**config.mk**
```make
export PLATFORM = sky130hd
export DESIGN_NAME = flash_op_sequencer
export DESIGN_NICKNAME = d
export VERILOG_FILES = /design/src/rtl/flash_pkg.sv /design/src/rtl/flash_op_timer.sv /design/src/rtl/flash_op_sequencer.sv
export SDC_FILE = /design/constraint.sdc
export NUM_CORES = 1
export LEC_CHECK = 0
export CORE_ASPECT_RATIO = 1.25
export CORE_MARGIN = 2
export CORE_UTILIZATION = 40
export CTS_CLUSTER_DIAMETER = 100
export CTS_CLUSTER_SIZE = 40
export DETAILED_ROUTE_END_ITERATION = 7
export GPL_TIMING_DRIVEN = 0
export PLACE_DENSITY = 0.68
export SYNTH_ARGS = -nofsm -noshare
export SYNTH_HDL_FRONTEND = slang
export SYNTH_SLANG_ARGS = --single-unit
export TNS_END_PERCENT = 100
```
**constraint.sdc**
```tcl
create_clock -name Clock -period 3.7 [get_ports Clock]
set_clock_uncertainty 0.2 [all_clocks]
set_input_delay 0.555 -clock Clock [delete_from_list [all_inputs] [get_ports Clock]]
set_output_delay 0.555 -clock Clock [all_outputs]
set_load 0.005 [all_outputs]
```
**src/rtl/flash_pkg.sv**
```systemverilog
// Shared constants for the flash operation sequencer: FSM encoding,
// request type codes, unlock key, command bit positions, range helper.
package flash_pkg;

  localparam logic [2:0] ST_IDLE      = 3'd0;
  localparam logic [2:0] ST_CHECK     = 3'd1;
  localparam logic [2:0] ST_ERASE_REQ = 3'd2;
  localparam logic [2:0] ST_RD_LO     = 3'd3;
  localparam logic [2:0] ST_RD_HI     = 3'd4;
  localparam logic [2:0] ST_WR_REQ    = 3'd5;
  localparam logic [2:0] ST_RSP_WAIT  = 3'd6;
  localparam logic [2:0] ST_DONE      = 3'd7;

  localparam logic REQ_WRITE = 1'b0;
  localparam logic REQ_ERASE = 1'b1;

  localparam logic [17:0] UNLOCK_KEY = 18'hDAF0;

  localparam int CMD_WR_BIT = 0;
  localparam int CMD_ER_BIT = 1;

  // True when a write of len words starting at addr runs past 2^18.
  function automatic logic rangeBad(
    input logic [17:0] addr,
    input logic [5:0]  len
  );
    logic [18:0] endAddr;
    endAddr = {1'b0, addr} + {13'd0, len};
    return endAddr > 19'h40000;
  endfunction

endpackage

```
**src/rtl/flash_op_timer.sv**
```systemverilog
// Per-command watchdog: Clear restarts at 0, Enable counts up,
// Expired once the count reaches TIMEOUT_CYCLES. Ports: Clock, Reset.
module flash_op_timer
  import flash_pkg::*;
#(
  parameter int unsigned TIMEOUT_CYCLES = 10000000
) (
  input  logic Clock,
  input  logic Reset,
  input  logic Clear,
  input  logic Enable,
  output logic Expired
);

  logic [31:0] count;

  always_ff @(posedge Clock) begin
    if (Reset || Clear) begin
      count <= '0;
    end else if (Enable && !Expired) begin
      count <= count + 32'd1;
    end
  end

  assign Expired = count >= TIMEOUT_CYCLES;

endmodule

```
**src/rtl/flash_op_sequencer.sv**
```systemverilog
// Flash op sequencer: accepts unlocked write/erase commands, validates them,
// reads 16-bit staging RAM pairs into 32-bit words and issues flash requests.
// Ports: FlashOp* command in, FlashCmdAck/Busy/Error status, BufRd* staging
// RAM, FlashReq*/FlashRsp* flash handshake. Option: FLASH_OP_TIMEOUT_EN.
module flash_op_sequencer
  import flash_pkg::*;
#(
  parameter int unsigned TIMEOUT_CYCLES = 10000000
) (
  input  logic        Clock,
  input  logic        Reset,
  input  logic [17:0] FlashOpAddr,
  input  logic [5:0]  FlashOpLen,
  input  logic        FlashOpUnlock,
  input  logic        FlashOpWr,
  input  logic        FlashOpEr,
  output logic        FlashCmdAck,
  output logic        FlashBusy,
  output logic        FlashError,
  output logic [6:0]  BufRdAddress,
  input  logic [15:0] BufRdData,
  output logic        FlashReqValid,
  output logic        FlashReqType,
  output logic [17:0] FlashReqAddr,
  output logic [31:0] FlashReqData,
  input  logic        FlashReqReady,
  input  logic        FlashRspDone,
  input  logic        FlashRspFail
);

  if (TIMEOUT_CYCLES == 0) begin : gBadTimeout
    $error("TIMEOUT_CYCLES must be nonzero");
  end

  logic [2:0]  state;
  logic [2:0]  stateNext;
  logic [1:0]  cmd;
  logic [17:0] addrReg;
  logic [5:0]  lenReg;
  logic [6:0]  idx;
  logic [15:0] loReg;
  logic [15:0] hiReg;
  logic        errReg;
  logic        accept;
  logic        cmdBad;
  logic        lastWord;
  logic        reqState;
  logic        waitState;
  logic        rspSeen;
  logic        timeout;
  logic        timedOut;

  assign accept = (state == ST_IDLE) && FlashOpUnlock
                  && (FlashOpWr || FlashOpEr);

  assign cmdBad = (&cmd)
    || (cmd[CMD_WR_BIT]
        && ((lenReg == 6'd0) || rangeBad(addrReg, lenReg)));

  assign lastWord = (idx + 7'd1) == {1'b0, lenReg};

  assign reqState = (state == ST_ERASE_REQ)
                    || (state == ST_WR_REQ);
  assign waitState = reqState || (state == ST_RSP_WAIT);
  assign rspSeen = (state == ST_RSP_WAIT) && FlashRspDone;

`ifdef FLASH_OP_TIMEOUT_EN
  logic enterWait;

  // Restart the watchdog on every entry into a waiting state.
  assign enterWait = (stateNext != state)
    && ((stateNext == ST_ERASE_REQ)
        || (stateNext == ST_WR_REQ)
        || (stateNext == ST_RSP_WAIT));

  flash_op_timer #(
    .TIMEOUT_CYCLES(TIMEOUT_CYCLES)
  ) uTimer (
    .Clock  (Clock),
    .Reset  (Reset),
    .Clear  (enterWait),
    .Enable (waitState),
    .Expired(timeout)
  );
`else
  assign timeout = 1'b0;
`endif

  // A response arriving on the expiry cycle still wins.
  assign timedOut = waitState && timeout && !rspSeen;

  always_comb begin
    stateNext = state;
    case (state)
      ST_IDLE:
        if (accept) stateNext = ST_CHECK;
      ST_CHECK:
        if (cmdBad) stateNext = ST_DONE;
        else if (cmd[CMD_ER_BIT]) stateNext = ST_ERASE_REQ;
        else stateNext = ST_RD_LO;
      ST_ERASE_REQ, ST_WR_REQ:
        if (timedOut) stateNext = ST_DONE;
        else if (FlashReqReady) stateNext = ST_RSP_WAIT;
      ST_RD_LO:
        stateNext = ST_RD_HI;
      ST_RD_HI:
        stateNext = ST_WR_REQ;
      ST_RSP_WAIT:
        if (timedOut) stateNext = ST_DONE;
        else if (FlashRspDone) begin
          if (FlashRspFail || cmd[CMD_ER_BIT] || lastWord)
            stateNext = ST_DONE;
          else
            stateNext = ST_RD_LO;
        end
      ST_DONE:
        stateNext = ST_IDLE;
      default:
        stateNext = ST_IDLE;
    endcase
  end

  always_ff @(posedge Clock) begin
    if (Reset) begin
      state   <= ST_IDLE;
      cmd     <= '0;
      addrReg <= '0;
      lenReg  <= '0;
      idx     <= '0;
      loReg   <= '0;
      hiReg   <= '0;
      errReg  <= 1'b0;
    end else begin
      state <= stateNext;
      if (accept) begin
        cmd     <= {FlashOpEr, FlashOpWr};
        addrReg <= FlashOpAddr;
        lenReg  <= FlashOpLen;
        idx     <= '0;
        errReg  <= 1'b0;
      end
      if ((state == ST_CHECK) && cmdBad) errReg <= 1'b1;
      if (rspSeen && FlashRspFail) errReg <= 1'b1;
      if (timedOut) errReg <= 1'b1;
      if (rspSeen && !FlashRspFail) idx <= idx + 7'd1;
      if (state == ST_RD_HI) loReg <= BufRdData;
      if (state == ST_WR_REQ) hiReg <= BufRdData;
    end
  end

  // The RAM keeps returning entry 2i+1 while WR_REQ holds its address,
  // so the high half is taken live there and held afterwards.
  always_comb begin
    BufRdAddress = '0;
    unique case (1'b1)
      (state == ST_RD_LO):
        BufRdAddress = {idx[5:0], 1'b0};
      (state == ST_RD_HI),
      (state == ST_WR_REQ):
        BufRdAddress = {idx[5:0], 1'b1};
      default:
        BufRdAddress = '0;
    endcase
  end

  always_comb begin
    FlashReqAddr = '0;
    FlashReqType = REQ_WRITE;
    unique case (1'b1)
      (state == ST_ERASE_REQ): begin
        FlashReqAddr = addrReg;
        FlashReqType = REQ_ERASE;
      end
      (state == ST_WR_REQ):
        FlashReqAddr = addrReg + {11'd0, idx};
      default: begin
        FlashReqAddr = '0;
        FlashReqType = REQ_WRITE;
      end
    endcase
  end

  assign FlashReqData = {
    (state == ST_WR_REQ) ? BufRdData : hiReg,
    loReg
  };

  assign FlashReqValid = reqState && !timedOut;
  assign FlashCmdAck = accept;
  assign FlashBusy = state != ST_IDLE;
  assign FlashError = errReg;

endmodule

```
==> impl_metrics.env <==
export IMPL_synth_cells=559
export IMPL_synth_area_sq_mm=0.00400
export IMPL_seq_area_frac_synth_pct=34.5
export IMPL_avgViaCountPerCell=5.34
export IMPL_p_comb_share_pct=40.1
export IMPL_r2r_end="FlashError$_SDFFE_PP0P_"
export IMPL_hold_viol=0
export IMPL_ys_dominant_reg_cell="dfxtp_1"
export IMPL_cp_end_kind="output pin"
export IMPL_p_leak_uw=0.00219
export IMPL_power_density_mw_per_mm2=507
export IMPL_finalWirelength_um=12200
export IMPL_max_stage_delay_ns=0.53
export IMPL_drtIter0Drc=170
export IMPL_startpoint="addrReg[1]$_SDFFE_PP0P_"
export IMPL_period_needed_ns=3.56
export IMPL_p_seq_share_pct=33.3
export IMPL_antenna_found_initial=0
export IMPL_maxCapViolCount=0
export IMPL_clock_power_share_pct=26.7
export IMPL_finish_utilization_pct=58.3
export IMPL_pre_cts_slack_ns=-0.0349
export IMPL_grt_max_degree=12
export IMPL_worstPathMaxFanout=5
export IMPL_worstPathCellList="ha_1 > a21o_1 > a21o_1 > a21oi_1 > nand2b_2 > a211o_4 > nor2_1 > xnor2_1 > o21ai_0 > clkdlybuf4s50_1"
export IMPL_synth_largest_area_cell="dfxtp_1"
export IMPL_status="finished clean"
export IMPL_cp_common_cell="a21o_1"
export IMPL_synthTopCellsByArea="dfxtp_1 (35%), nand2_1 (15%), a21oi_1 (10%)"
export IMPL_worstSetupPathType="reg2out"
export IMPL_clk_pin_slew_ns=0.06
export IMPL_synth_nets=623
export IMPL_cts_tree="done"
export IMPL_coreArea_sq_mm=0.00966
export IMPL_dieWidth_um=93.5
export IMPL_p_sw_uw=1040
export IMPL_fmax_mhz=281
export IMPL_crit_slowest_cell="clkdlybuf4s50_1"
export IMPL_r2r_slack_ns=0.69
export IMPL_ctsHtreeMaxLevel=3
export IMPL_whs_ns=0.251
export IMPL_cts_hold_buf=0
export IMPL_routabilityCongestion=0.912
export IMPL_insertion_delay_ns=0.33
export IMPL_post_drt_wl_per_cell_um=15.0
export IMPL_cp_required_ns=2.94
export IMPL_slew_headroom_pct=38.5
export IMPL_irDropWorstVdd_mv=0.255
export IMPL_num_vias=4356
export IMPL_die_area_sq_mm=0.0108
export IMPL_start_util_pct=41.4
export IMPL_grt_use_total_pct=23.1
export IMPL_io_pins=110
export IMPL_clock_sinks=69
export IMPL_clk_path_buf_depth=2
export IMPL_drcViolationCount=0
export IMPL_grt_ovfl_total=0
export IMPL_synth_edf_count=0
export IMPL_fin_ws_ns=0.136
export IMPL_die_height_um=116
export IMPL_diodes=0
export IMPL_cellInternalPower_uw=1820
export IMPL_endpoint="FlashReqAddr[11]"
export IMPL_drt_pass1_iterations=6
export IMPL_avgSynthCellArea_sq_um=7.16
export IMPL_grt_pass1_vias=4107
export IMPL_finalMaxSlewViolations=0
export IMPL_yosys_warnings=0
export IMPL_final_cell_area_sq_mm=0.00563
export IMPL_r2r_start="lenReg[0]$_SDFFE_PP0P_"
export IMPL_hpwl_um=9240
export IMPL_synth_top_area_share_pct=34.5
export IMPL_synthMostInstantiatedCell="nand2_1"
export IMPL_synth_seq_cells=69
export IMPL_cp_start_kind="flop"
export IMPL_grt_pass1_wl_um=19800
export IMPL_synth_cell_types=59
export IMPL_drive_above_1_share_pct=8.71
export IMPL_yosys_top_cells_count="nand2_1 (160), a21oi_1 (80), dfxtp_1 (69)"
export IMPL_syn_to_final_growth_pct=40.7
export IMPL_ff2ff_path_depth=11
export IMPL_portBuffers=108
export IMPL_ys_async_sr_fraction_pct=0
export IMPL_swShare_pct=36.4
export IMPL_min_path_type="reg2reg"
export IMPL_cts_buffers=9
export IMPL_rsz0062_at_grt="yes"
export IMPL_final_period_utilization_pct=96.3
export IMPL_rows=40
export IMPL_setup_viol=0
export IMPL_cp_arrival_ns=2.81
export IMPL_ant_nets=0
export IMPL_root_buffer="clkbuf_16"
export IMPL_tightest_slew_ns=0.915
export IMPL_placed_area_sq_mm=0.00524
export IMPL_finalNetCount=749
-- stage by stage --
stage | setup TNS [ns] | cells | power, uW
after CTS | -0.00401 | 813 | 2870
after global routing | -0.0314 | 815 | 3050
after detailed placement | -0.0572 | 793 | 2100
final | 0 | 815 | 2860
after global placement | 0 | 793 | 2070
after floorplan | 0 | 559 | 1620
-- area by class of cell --
type                    count  area (sq um)
clock buffers              11           233
repair buffers            114          1130
well taps                 126           158
flip-flops and latches     69          1390
plain buffers              34           146
fillers                   898          4030
inverters                  16          60.1
multi-input cells         441          2490
clock inverters             4          26.3
-- flip-flops by register name (all words and copies together), names as in the netlist --
register    cells
FlashError      1
addrReg        18
cmd             2
hiReg          16
idx             7
lenReg          6
loReg          16
state           3
-- per-layer routing --
| layer | GRT usage, % | up-vias | wire length (um) |
|---|---|---|---|
| li1 | - | 2166 | - |
| met1 | 28.4 | 2039 | 5180 |
| met2 | 39.9 | 134 | 6110 |
| met3 | 3.77 | 17 | 668 |
| met4 | 9.71 | 0 | 257 |
| met5 | 0 | - | 0 |
-- cells by family (layout without fill, tap and decap cells) --
kind of cell	count (synthesis)	in the layout	share of synthesized area, %
AOI/OAI and AO/OA	151	152	22.8
buffers and inverters	50	179	5.00
adders and majority gates	16	16	5.38
and+or+nand+nor	255	255	28.3
DFF	69	69	34.5
xor gates and xnor gates	16	16	3.50
muxes	2	2	0.531
-- power by group through the flow --
stage	Sequential [uW]	Combinational [uW]	Clock [uW]
CTS	950	1140	777
detailed placement	965	1130	0
finish	951	1140	761
global placement	961	1110	0
global route	968	1270	808
floorplan	945	671	0
-- what timing repair did --
action / 4_1_cts / 5_1_grt
gates resized for setup: 16 / 22
cloned: 1 / 0
pin swaps: 2 / 1
buffers inserted: 4 / 2
endpoints found under the setup margin: 6 / 23
-- worst min-delay path by stage --
stage                           start  depth (start not counted)                     end  slack, ns
2_1_floorplan     hiReg[0]$_SDFF_PP0_                          2     hiReg[0]$_SDFF_PP0_       0.24
3_3_place_gp   loReg[13]$_SDFFE_PP0P_                          2  loReg[13]$_SDFFE_PP0P_       0.24
3_5_place_dp   loReg[14]$_SDFFE_PP0P_                          2  loReg[14]$_SDFFE_PP0P_       0.25
4_1_cts        loReg[14]$_SDFFE_PP0P_                          2  loReg[14]$_SDFFE_PP0P_       0.25
5_1_grt        loReg[13]$_SDFFE_PP0P_                          2  loReg[13]$_SDFFE_PP0P_       0.27
6_report        loReg[4]$_SDFFE_PP0P_                          2   loReg[4]$_SDFFE_PP0P_       0.25
-- critical path: cells and delay by family (launching register included) --
kind                     cells  cell delay (ns)
buffers and inverters        1             0.53
adder cells (fa/ha/maj)      1             0.28
XOR/XNOR                     1             0.08
flip-flops                   1             0.34
AO/OA/AOI/OAI                5             0.88
AND/OR/NAND/NOR              2             0.35
-- layout by cell type (no fill, tap or decap), types with 4 or more instances in the layout --
| cell type | n |
|---|---|
| or4_1 | 4 |
| o21ai_0 | 21 |
| clkbuf_16 | 9 |
| dlygate4sd2_1 | 4 |
| or3_1 | 6 |
| a21o_1 | 7 |
| nand4_1 | 6 |
| ha_1 | 14 |
| inv_1 | 15 |
| nor3_1 | 7 |
| xor2_1 | 4 |
| nor2b_1 | 7 |
| dfxtp_1 | 64 |
| o211ai_1 | 4 |
| buf_4 | 6 |
| clkdlybuf4s50_1 | 102 |
| nand2_1 | 159 |
| nand2b_1 | 8 |
| buf_2 | 9 |
| clkbuf_1 | 20 |
| nor2_1 | 27 |
| nand3_1 | 10 |
| clkbuf_2 | 6 |
| xnor2_1 | 12 |
| a21oi_1 | 78 |
No activity file was read; power rests on OpenSTA's default activity.
